`config.mk`:
```
export PLATFORM = sky130hd
export DESIGN_NAME = tx_sample_serializer
export DESIGN_NICKNAME = d
export VERILOG_FILES = /design/src/rtl/tx_sample_serializer_pkg.sv /design/src/rtl/tx_sample_serializer_fifo.sv /design/src/rtl/tx_sample_serializer.sv
export SDC_FILE = /design/constraint.sdc
export NUM_CORES = 1
export LEC_CHECK = 0
export ABC_AREA = 0
export BUFFER_PORTS_ARGS = -buffer_cell sky130_fd_sc_hd__buf_2
export CAP_MARGIN = 20
export CORE_ASPECT_RATIO = 1.2
export CORE_MARGIN = 2
export CORE_UTILIZATION = 30
export CTS_CLUSTER_DIAMETER = 40
export CTS_CLUSTER_SIZE = 14
export DETAILED_ROUTE_END_ITERATION = 8
export SYNTH_ARGS = -nofsm -noshare
export SYNTH_HDL_FRONTEND = slang
export SYNTH_SLANG_ARGS = --single-unit
```
`constraint.sdc`:
```
create_clock -name clk -period 3.4 [get_ports clk]
set_input_delay 0.17 -clock clk [delete_from_list [all_inputs] [get_ports clk]]
set_output_delay 0.17 -clock clk [all_outputs]
set_load 0.01 [all_outputs]
```
`src/rtl/tx_sample_serializer_pkg.sv`:
```
// Shared constants and FSM encoding for the UART sample serializer.
// Imported by the FIFO and the serializer top.
package tx_sample_serializer_pkg;

    localparam int BYTE_W             = 8;
    localparam int DEFAULT_DATA_WIDTH = 16;
    localparam int BYTES_PER_SAMPLE   = DEFAULT_DATA_WIDTH / BYTE_W;

    typedef enum logic [1:0] {
        IDLE  = 2'd0,
        START = 2'd1,
        ARM   = 2'd2,
        WAIT  = 2'd3
    } txState_t;

    function automatic int bytesPerSample(input int width);
        return width / BYTE_W;
    endfunction

endpackage

```
`src/rtl/tx_sample_serializer_fifo.sv`:
```
// Synchronous sample FIFO with first-word fall-through read port.
// Pointers wrap naturally since DEPTH is a power of two.
module tx_sample_fifo
    import tx_sample_serializer_pkg::*;
#(
    parameter int WIDTH = DEFAULT_DATA_WIDTH,
    parameter int DEPTH = 8
) (
    input  logic                     clk,
    input  logic                     rst,
    input  logic                     push,
    input  logic [WIDTH-1:0]         din,
    input  logic                     pop,
    output logic [WIDTH-1:0]         dout,
    output logic                     full,
    output logic                     empty,
    output logic [$clog2(DEPTH):0]   count
);

    localparam int AW = $clog2(DEPTH);

    logic [WIDTH-1:0] mem [DEPTH];
    logic [AW-1:0]    wrPtr;
    logic [AW-1:0]    rdPtr;
    logic [AW:0]      cnt;
    logic             doPush;
    logic             doPop;

    assign full   = (cnt == (AW+1)'(DEPTH));
    assign empty  = (cnt == '0);
    assign count  = cnt;
    assign dout   = mem[rdPtr];
    assign doPush = push && !full;
    assign doPop  = pop && !empty;

    always_ff @(posedge clk or posedge rst) begin
        if (rst) begin
            wrPtr <= '0;
            rdPtr <= '0;
            cnt   <= '0;
        end else begin
            if (doPush) wrPtr <= wrPtr + 1'b1;
            if (doPop)  rdPtr <= rdPtr + 1'b1;
            unique case ({doPush, doPop})
                2'b10:   cnt <= cnt + 1'b1;
                2'b01:   cnt <= cnt - 1'b1;
                default: cnt <= cnt;
            endcase
        end
    end

    // Storage is not reset; contents are only visible through the pointers.
    always_ff @(posedge clk) begin
        if (doPush) mem[wrPtr] <= din;
    end

endmodule

```
`src/rtl/tx_sample_serializer.sv`:
```
// Buffers wide filter samples and feeds them byte by byte to the UART
// transmitter, pacing each start strobe on the transmitter busy flag.
module tx_sample_serializer
    import tx_sample_serializer_pkg::*;
#(
    parameter int DATA_WIDTH = 16,
    parameter int FIFO_DEPTH = 8,
    parameter int MSB_FIRST  = 1
) (
    input  logic                          clk,
    input  logic                          rst,
    input  logic                          sample_valid,
    input  logic [DATA_WIDTH-1:0]         sample_data,
    output logic                          sample_ready,
    output logic                          overflow,
    output logic [$clog2(FIFO_DEPTH):0]   fifo_count,
    output logic                          tx_start,
    output logic [7:0]                    tx_data,
    input  logic                          tx_busy,
    output logic                          idle
);

    localparam int NBYTES = bytesPerSample(DATA_WIDTH);
    localparam int CNT_W  = $clog2(NBYTES) + 1;
    localparam logic [CNT_W-1:0] LAST_BYTE = CNT_W'(NBYTES - 1);

    txState_t              state;
    logic [DATA_WIDTH-1:0] shiftReg;
    logic [DATA_WIDTH-1:0] shifted;
    logic [CNT_W-1:0]      byteCnt;
    logic                  txStartR;
    logic                  overflowR;
    logic                  loadSample;
    logic                  fifoFull;
    logic                  fifoEmpty;
    logic [DATA_WIDTH-1:0] fifoDout;

    tx_sample_fifo #(
        .WIDTH (DATA_WIDTH),
        .DEPTH (FIFO_DEPTH)
    ) u_fifo (
        .clk   (clk),
        .rst   (rst),
        .push  (sample_valid),
        .din   (sample_data),
        .pop   (loadSample),
        .dout  (fifoDout),
        .full  (fifoFull),
        .empty (fifoEmpty),
        .count (fifo_count)
    );

    assign sample_ready = !fifoFull;
    assign overflow     = overflowR;
    assign tx_start     = txStartR;
    assign idle         = (state == IDLE) && fifoEmpty;
    assign tx_data      = (MSB_FIRST != 0) ? shiftReg[DATA_WIDTH-1 -: BYTE_W]
                                           : shiftReg[BYTE_W-1:0];
    assign shifted      = (MSB_FIRST != 0) ? (shiftReg << BYTE_W)
                                           : (shiftReg >> BYTE_W);

    // A new sample is taken only when the transmitter is free and the
    // current sample (if any) has no bytes left.
    always_comb begin
        loadSample = 1'b0;
        unique case (state)
            IDLE:    loadSample = !fifoEmpty && !tx_busy;
            WAIT:    loadSample = !fifoEmpty && !tx_busy && (byteCnt == '0);
            default: loadSample = 1'b0;
        endcase
    end

    always_ff @(posedge clk or posedge rst) begin
        if (rst) begin
            overflowR <= 1'b0;
        end else if (sample_valid && fifoFull) begin
            overflowR <= 1'b1;
        end
    end

    always_ff @(posedge clk or posedge rst) begin
        if (rst) begin
            state    <= IDLE;
            shiftReg <= '0;
            byteCnt  <= '0;
            txStartR <= 1'b0;
        end else begin
            txStartR <= 1'b0;
            unique case (state)
                IDLE: begin
                    if (loadSample) begin
                        shiftReg <= fifoDout;
                        byteCnt  <= LAST_BYTE;
                        state    <= START;
                        txStartR <= 1'b1;
                    end
                end
                START: state <= ARM;
                // Blanking cycle: busy rises one cycle after the strobe.
                ARM:   state <= WAIT;
                WAIT: begin
                    if (!tx_busy) begin
                        if (byteCnt != '0) begin
                            shiftReg <= shifted;
                            byteCnt  <= byteCnt - 1'b1;
                            state    <= START;
                            txStartR <= 1'b1;
                        end else if (loadSample) begin
                            shiftReg <= fifoDout;
                            byteCnt  <= LAST_BYTE;
                            state    <= START;
                            txStartR <= 1'b1;
                        end else begin
                            state <= IDLE;
                        end
                    end
                end
                default: state <= IDLE;
            endcase
        end
    end

endmodule

```
==> impl_metrics.csv, run 1 <==
group,metric,value,unit
clock_network,postCtsSetupRepairBufs,0,
detailed_routing,route.final.wire_length,12400,um
detailed_routing,drt_drc_violations_left,0,
clock_network,holdBufCountCts,7,
final_layout,fillers,1947,
critical_path,worst_ep_arrival_time,3.05,ns
clock_network,cts-htree-levels,4,
place,post_dp_hpwl,7470,um
critical_path,timing.critical_path.mode_cell,"xor2_1",
place,io_buffer_count,35,
sta,setup_total_negative_slack,0,ns
die,chipHeight,165,um
critical_path,path_cells,"or4_4, o211ai_1, inv_2, ha_1, xor2_1, ha_1, a21oi_1, xor2_1, nor2_1, xor2_1",
clock_network,worstSkewPairLatency,0.43,ns
clock_network,worst_setup_hold_path_clk_slew,0.06,ns
detailed_routing,detail_route.vias_per_cell,4.79,
yosys,synth_compound_gate_area_share,4.24,%
critical_path,worstPathMaxFanout,10,
yosys,post-synth-top-area-cell,"edfxtp_1",
sta,final-max-slew-violation-count,0,
detailed_routing,drt_first_iter_violations,240,
yosys,syn-mean-instance-area,18.9,um^2
sta,tightestPinTransition,0.909,ns
detailed_routing,drt-wirelength-per-cell,18.3,um
power,sequentialPowerShare,44.3,%
sta,finalHoldViolations,0,
clock_network,clockRootBuffer,"clkbuf_16",
power,p_switching,1.91,mW
sta,achievable-frequency,364,MHz
sta,fin_worst_skew,0.00805,ns
power,power_density,856,nW/um^2
yosys,synthAdderAreaFrac,1.55,%
final_layout,area_delta_synth_final,17.6,%
yosys,post_synthesis_cell_area,6460,um^2
global_routing,antenna_found_initial,2,
global_routing,grt_overflow_total,0,
die,io_pins,36,
yosys,ys_seq_elements,160,
die,design.die.area,22700,um^2
final_layout,postLayoutCellArea,7590,um^2
yosys,synth-main-ff-cell,"edfxtp_1",
yosys,yosys-mux-area-fraction,14.1,%
place,dpl-instance-area,6910,um^2
global_routing,track_usage,11.8,%
clock_network,cts.repair.resized,0,
sta,min_period,2.75,ns
sta,rsz0062_at_grt,"no",
global_routing,via_count_of_the_first_global_routing_pass,3411,
critical_path,cp_endpoint_kind,"register",
power,highest_ir_drop_seen_on_vdd,0.408,mV
yosys,synthesis.nets,370,
yosys,asyncSetResetFlopFracSynth,20.0,%
global_routing,maximum_number_of_pins_on_one_net_before_global_route_repair,33,
place,place_congestion,0.742,
critical_path,timing.setup.critical_path_class,"reg -> reg",
worst_hold_path,hold_path_class,"in -> reg",
sta,slew_headroom,39.4,%
final_layout,sequential_cell_area,4650,um^2
status,run_status,"finished, final reports clean",
final_layout,multi_input_comb_area,1620,um^2
critical_path,required,3.70,ns
power,power_leakage,2.70,nW
clock_network,tritoncts.num_buffers,17,
clock_network,cts.sinks,160,
critical_path,crit_path_max_incr_delay,0.59,ns
yosys,synth_top_cell_area_share,59.5,%
yosys,seq_area_frac_synth,71.9,%
power,switching_share,29.3,%
detailed_routing,num_vias,3255,
yosys,syn_inst,342,
critical_path,startpoint_type,"register",
power,internal_power_contribution,4.60,mW
yosys,synth_warnings,0,
detailed_routing,antenna_violating_nets_remaining,0,
yosys,synth_top_family_by_area,"multiplexers",
critical_path,cpMaxStageDelayCell,"or4_4",
sta,report.final.setup_viol,0,
final_layout,post_route_cells_drive_above_1_share,29.4,%
clock_network,clockBufferDepth,2,
final_layout,numnets_final,423,
yosys,yosys.area_share.xor_xnor,1.08,%
die,num_rows,58,
yosys,yosys.area_share.simple,3.86,%
global_routing,first_pass_grt_wire_length,19200,um
detailed_routing,drt-pass1-iter-count,4,
power,combPwrFrac,25.8,%
yosys,synth_area_leaders,"edfxtp_1 (60%), dfrtp_1 (12%), mux4_2 (11%), mux2i_1 (2.6%), ha_1 (1.5%)",
power,power_frac_clock,29.9,%
clock_network,cts_tree,"yes",
yosys,synth_cell_types,44,
die,placeableCoreArea,21000,um^2
die,initial_core_util,30.7,%
die,die_w,138,um
run,drv.max_cap_violation_count,0,
yosys,synth_edf_count,128,
sta,final.period_utilization,80.9,%
[cells in the mapped netlist, types with 2 or more instances]
cell type  instances
nor2_1            18
edfxtp_1         128
nor2b_1            2
inv_1              7
buf_4             11
xor2_1             4
nand2_1           14
a21oi_1            3
mux4_2            32
a221o_1            8
o2bb2ai_1          8
xnor2_1            4
o21ai_0            6
nor3_1             3
buf_6              3
mux2_2             2
ha_1               8
clkbuf_1           2
and2_1             2
nor3b_1            2
mux2i_1           17
nand2b_1           3
buf_2              3
dfrtp_1           32
[power by group through the flow]
stage / combinational [mW] / clock [mW] / sequential, mW
finish: 1.68 / 1.94 / 2.88
global route: 1.85 / 2.06 / 2.94
CTS: 1.72 / 1.98 / 2.90
detailed placement: 1.70 / 0 / 2.93
global placement: 1.67 / 0 / 2.90
floorplan: 1.48 / 0 / 2.71
[metal layers]
layer | track usage [%] | routed length, um | vias to the layer above
met2 | 20.4 | 6390 | 67
met3 | 3.31 | 547 | 21
met4 | 4.87 | 224 | 2
met1 | 13.7 | 5250 | 1712
met5 | 0 | 13 | -
li1 | - | - | 1453
[registers in the layout (all words and copies together), names as in the netlist]
signal	cells
u_fifo.rdPtr	3
state	2
u_fifo.mem	128
overflow	1
u_fifo.count	4
shiftReg	16
byteCnt	2
u_fifo.wrPtr	3
tx_start	1
[layout by cell type (no fill, tap or decap), drive strengths merged, types with 2 or more instances in the layout]
master	instances
inv	9
nor2	18
nor2b	2
ha	8
nor3	3
nand2	14
mux2	2
nor3b	2
bufinv	3
dlygate4sd3	7
and2	2
clkinvlp	3
xor2	4
edfxtp	128
dfrtp	32
a21oi	4
mux4	32
xnor2	4
mux2i	17
nand2b	3
o21ai	6
o2bb2ai	8
clkbuf	24
o211ai	2
a221o	8
buf	49
[worst max-delay path, delay by kind of cell, from the launching register on]
family | cells | cell delay (ns)
AO/OA/AOI/OAI | 2 | 0.41
XOR/XNOR | 3 | 0.49
adder cells (fa/ha/maj) | 2 | 0.48
buffers and inverters | 1 | 0.11
flip-flops | 1 | 0.48
AND/OR/NAND/NOR | 2 | 0.66
[layout make-up]
type | count | share of cell area (%)
repair buffers | 56 | 4.61
flip-flops and latches | 160 | 61.2
inverters | 8 | 0.395
diodes | 1 | 0.0329
multi-input cells | 152 | 21.3
clock buffers | 24 | 6.34
well taps | 270 | 4.45
clock inverters | 8 | 1.71
[logic make-up after synthesis]
logic type	after synthesis
AO/OA/AOI/OAI	34
AND/OR/NAND/NOR	51
multiplexers	51
adder cells (fa/ha/maj)	8
XOR/XNOR	8
flip-flops	160
buffers and inverters	30
[stage by stage]
| stage | util (%) | setup slack (ns) | hold slack [ns] | power [mW] | instances |
|---|---|---|---|---|---|
| global placement | 32.8 | 0.798 | 0.281 | 4.57 | 639 |
| detailed placement | 32.8 | 0.678 | 0.287 | 4.63 | 639 |
| finish | 36.1 | 0.650 | 0.0182 | 6.50 | 679 |
| floorplan | - | 0.813 | 0.269 | 4.19 | 342 |
| global route | 36.1 | 0.485 | 0.0232 | 6.85 | 678 |
| CTS | 36.1 | 0.668 | 0.00483 | 6.59 | 678 |
[path summary, 6_finish.rpt]
path / from / endpoint / slack, ns / cells after the start
min in group asynchronous: rst / u_fifo.wrPtr[0]$_DFFE_PP0P_ / 0.37 / 4
worst min register to register: overflow$_DFFE_PP0P_ / overflow$_DFFE_PP0P_ / 0.49 / 1
worst max-delay path: u_fifo.count[1]$_DFFE_PP0P_ / u_fifo.count[2]$_DFFE_PP0P_ / 0.65 / 10
max in group asynchronous: rst / u_fifo.rdPtr[1]$_DFFE_PP0P_ / 2.69 / 4
worst min-delay path: sample_data[0] / u_fifo.mem[5][0]$_DFFE_PP_ / 0.02 / 1
worst max register to register: u_fifo.count[1]$_DFFE_PP0P_ / u_fifo.count[2]$_DFFE_PP0P_ / 0.65 / 10
Power figures use the tool's default switching activity.
==> run 2, diff against run 1 <==
- clock period: 3.4 -> 2.6 ns (I/O delays scaled with it)
==> run 2 against run 1 <==
Compared with the run above: cell count is 1.9% higher; maximum frequency is 12% higher; register-to-register slack worse by 0.50 ns; non-clock buffer count is 15 higher; largest cell class unchanged; largest power group unchanged; first-iteration DRC count is 9.2% lower; critical path depth stayed put; sequential power is 25% higher; die area stayed put; clock-buffer cell count is 6 lower; combinational power is 48% higher; critical path type unchanged; via count is 0.40% lower.
==> impl_metrics.csv, run 2 (same netlist as run 1, synthesis figures left out) <==
group,metric,value,unit
status,run_status,"finished, final reports clean",
critical_path,cp_endpoint_kind,"register",
global_routing,first_pass_grt_wire_length,19300,um
critical_path,reg2reg_slack,0.15,ns
sta,final.period_utilization,94.4,%
detailed_routing,drt-wirelength-per-cell,17.7,um
global_routing,track_usage,11.5,%
run,drv.max_cap_violation_count,0,
final_layout,numnets_final,438,
detailed_routing,antenna_violating_nets_remaining,0,
critical_path,path_cells,"or4b_1, and2_1, inv_2, ha_2, xor2_1, ha_1, a21oi_1, xor2_1, nor2_1, xor2_1",
die,io_pins,36,
die,placeableCoreArea,21000,um^2
critical_path,worstPathMaxFanout,8,
clock_network,tritoncts.num_buffers,17,
critical_path,timing.setup.critical_path_class,"reg -> reg",
global_routing,maximum_number_of_pins_on_one_net_before_global_route_repair,35,
sta,final-max-slew-violation-count,0,
die,chipHeight,165,um
place,preCtsSetupSlack,0.0639,ns
sta,hold_slack,0.0166,ns
final_layout,final_common_cell,"edfxtp_1",
final_layout,post_route_cells_drive_above_1_share,30.6,%
sta,fin_worst_skew,0.00781,ns
detailed_routing,drt-pass1-iter-count,4,
power,power_density,1090,nW/um^2
die,initial_core_util,30.7,%
final_layout,flip_flop_count_of_the_largest_register_after_layout,128,
power,combPwrFrac,29.7,%
clock_network,cts-htree-levels,4,
sta,report.final.setup_viol,0,
sta,finalHoldViolations,0,
final_layout,postLayoutCellArea,7670,um^2
place,post_dp_hpwl,7310,um
die,design.die.area,22700,um^2
global_routing,via_count_of_the_first_global_routing_pass,3468,
critical_path,worst_ep_arrival_time,2.74,ns
critical_path,startpoint_type,"register",
worst_hold_path,min-delay-start,"sample_data[9]",
worst_hold_path,timing.hold.worst_endpoint,"u_fifo.mem[1][9]$_DFFE_PP_",
detailed_routing,drt_first_iter_violations,218,
clock_network,cts_tree,"yes",
worst_hold_path,worstHoldPathCells,1,
die,num_rows,58,
critical_path,crit_path_max_incr_delay,0.53,ns
final_layout,post_layout_utilization_of_the_core,36.5,%
final_layout,antenna-diode-count,0,
clock_network,worst_setup_hold_path_clk_slew,0.06,ns
critical_path,timing.rr.end,"u_fifo.count[2]$_DFFE_PP0P_",
critical_path,critical_path.reg2reg.startpoint,"u_fifo.count[2]$_DFFE_PP0P_",
place,dp.cells,645,
power,switching_share,30.4,%
final_layout,area_delta_synth_final,18.8,%
power,power_leakage,2.73,nW
global_routing,grt_overflow_total,0,
place,dpl-instance-area,6970,um^2
critical_path,required,2.89,ns
final_layout,layout_common_cells,"edfxtp_1 (128), buf_2 (35), mux4_2 (32)",
sta,achievable-frequency,407,MHz
clock_network,postCtsSetupRepairBufs,0,
final_layout,layout.cells.non_filler,692,
critical_path,timing.critical_path.mode_cell,"xor2_1",
clock_network,clockRootBuffer,"clkbuf_16",
place,place_congestion,0.773,
power,sequentialPowerShare,43.0,%
final_layout,max_flop_register,"u_fifo.mem",
worst_hold_path,hold_path_class,"in -> reg",
detailed_routing,num_vias,3242,
detailed_routing,route.final.wire_length,12200,um
power,internal_power_contribution,5.81,mW
clock_network,cts.sinks,160,
power,p_switching,2.53,mW
detailed_routing,drt_drc_violations_left,0,
sta,tightestPinTransition,0.801,ns
critical_path,cpMaxStageDelayCell,"or4b_1",
clock_network,clockBufferDepth,2,
power,highest_ir_drop_seen_on_vdd,0.501,mV
sta,setup_total_negative_slack,0,ns
clock_network,worstSkewPairLatency,0.41,ns
sta,slew_headroom,46.5,%
global_routing,antenna_found_initial,1,
place,io_buffer_count,35,
sta,rsz0062_at_grt,"no",
detailed_routing,detail_route.vias_per_cell,4.68,
die,die_w,138,um
sta,min_period,2.45,ns
sta,layout_setup_ws,0.146,ns
power,power_frac_clock,27.3,%
power,power_total,8.35,mW
critical_path,cell_depth_of_the_worst_flop_to_flop_path,10,
run 2: changes by cell type in the layout (fill, tap and decap cells not counted), moves of 2 or more:
cell and change:
clkbuf_8 -3, bufinv_16 -2, inv_6 +2, clkinv_2 +2, buf_4 +5, clkinv_1 +2, dlygate4sd3_1 +9, clkbuf_1 -3
run 2: worst max-delay path by stage:
stage / start / to / slack [ns] / cells past startpoint
2_1_floorplan: u_fifo.count[1]$_DFFE_PP0P_ / u_fifo.mem[0][0]$_DFFE_PP_ / 0.01 / 5
3_3_place_gp: u_fifo.count[2]$_DFFE_PP0P_ / u_fifo.count[2]$_DFFE_PP0P_ / 0.15 / 10
3_5_place_dp: u_fifo.count[2]$_DFFE_PP0P_ / u_fifo.count[2]$_DFFE_PP0P_ / 0.06 / 10
4_1_cts: u_fifo.count[2]$_DFFE_PP0P_ / u_fifo.count[2]$_DFFE_PP0P_ / 0.04 / 10
5_1_grt: u_fifo.count[0]$_DFFE_PP0P_ / u_fifo.count[2]$_DFFE_PP0P_ / 0.04 / 10
6_report: u_fifo.count[2]$_DFFE_PP0P_ / u_fifo.count[2]$_DFFE_PP0P_ / 0.15 / 10
run 2: worst max-delay path, delay by kind of cell, from the launching register on:
family          cells  cell delay, ns
xor+xnor            3            0.40
compound gates      1            0.14
simple gates        3            0.84
flops               1            0.45
buf+inv             1            0.10
fa+ha+maj           2            0.40
run 2: final cells by class:
type	count	area, um^2
clock buffer	18	429
clock inverter	13	114
sequential	160	4650
inverter	8	30.0
tap	270	338
fill	1954	13400
timing repair buffer	71	498
multi-input combinational	152	1620
run 2: metal layers:
layer	GRT usage (%)	part of all wire, %
met4	3.94	1.0
met5	0	0.11
met1	14.6	45
met2	19.4	51
met3	2.58	3.2
run 2: power by group through the flow:
stage | combinational [mW] | sequential (mW) | clock, mW
finish | 2.48 | 3.59 | 2.28
global route | 2.73 | 3.65 | 2.44
global placement | 2.46 | 3.62 | 0
detailed placement | 2.50 | 3.64 | 0
floorplan | 1.94 | 3.54 | 0
CTS | 2.54 | 3.60 | 2.32
run 2: repair_timing:
item,4_1_cts,5_1_grt
hold endpoints to repair,115,8
resized for setup,0,3
hold buffers,15,1
endpoints found under the setup margin,0,1
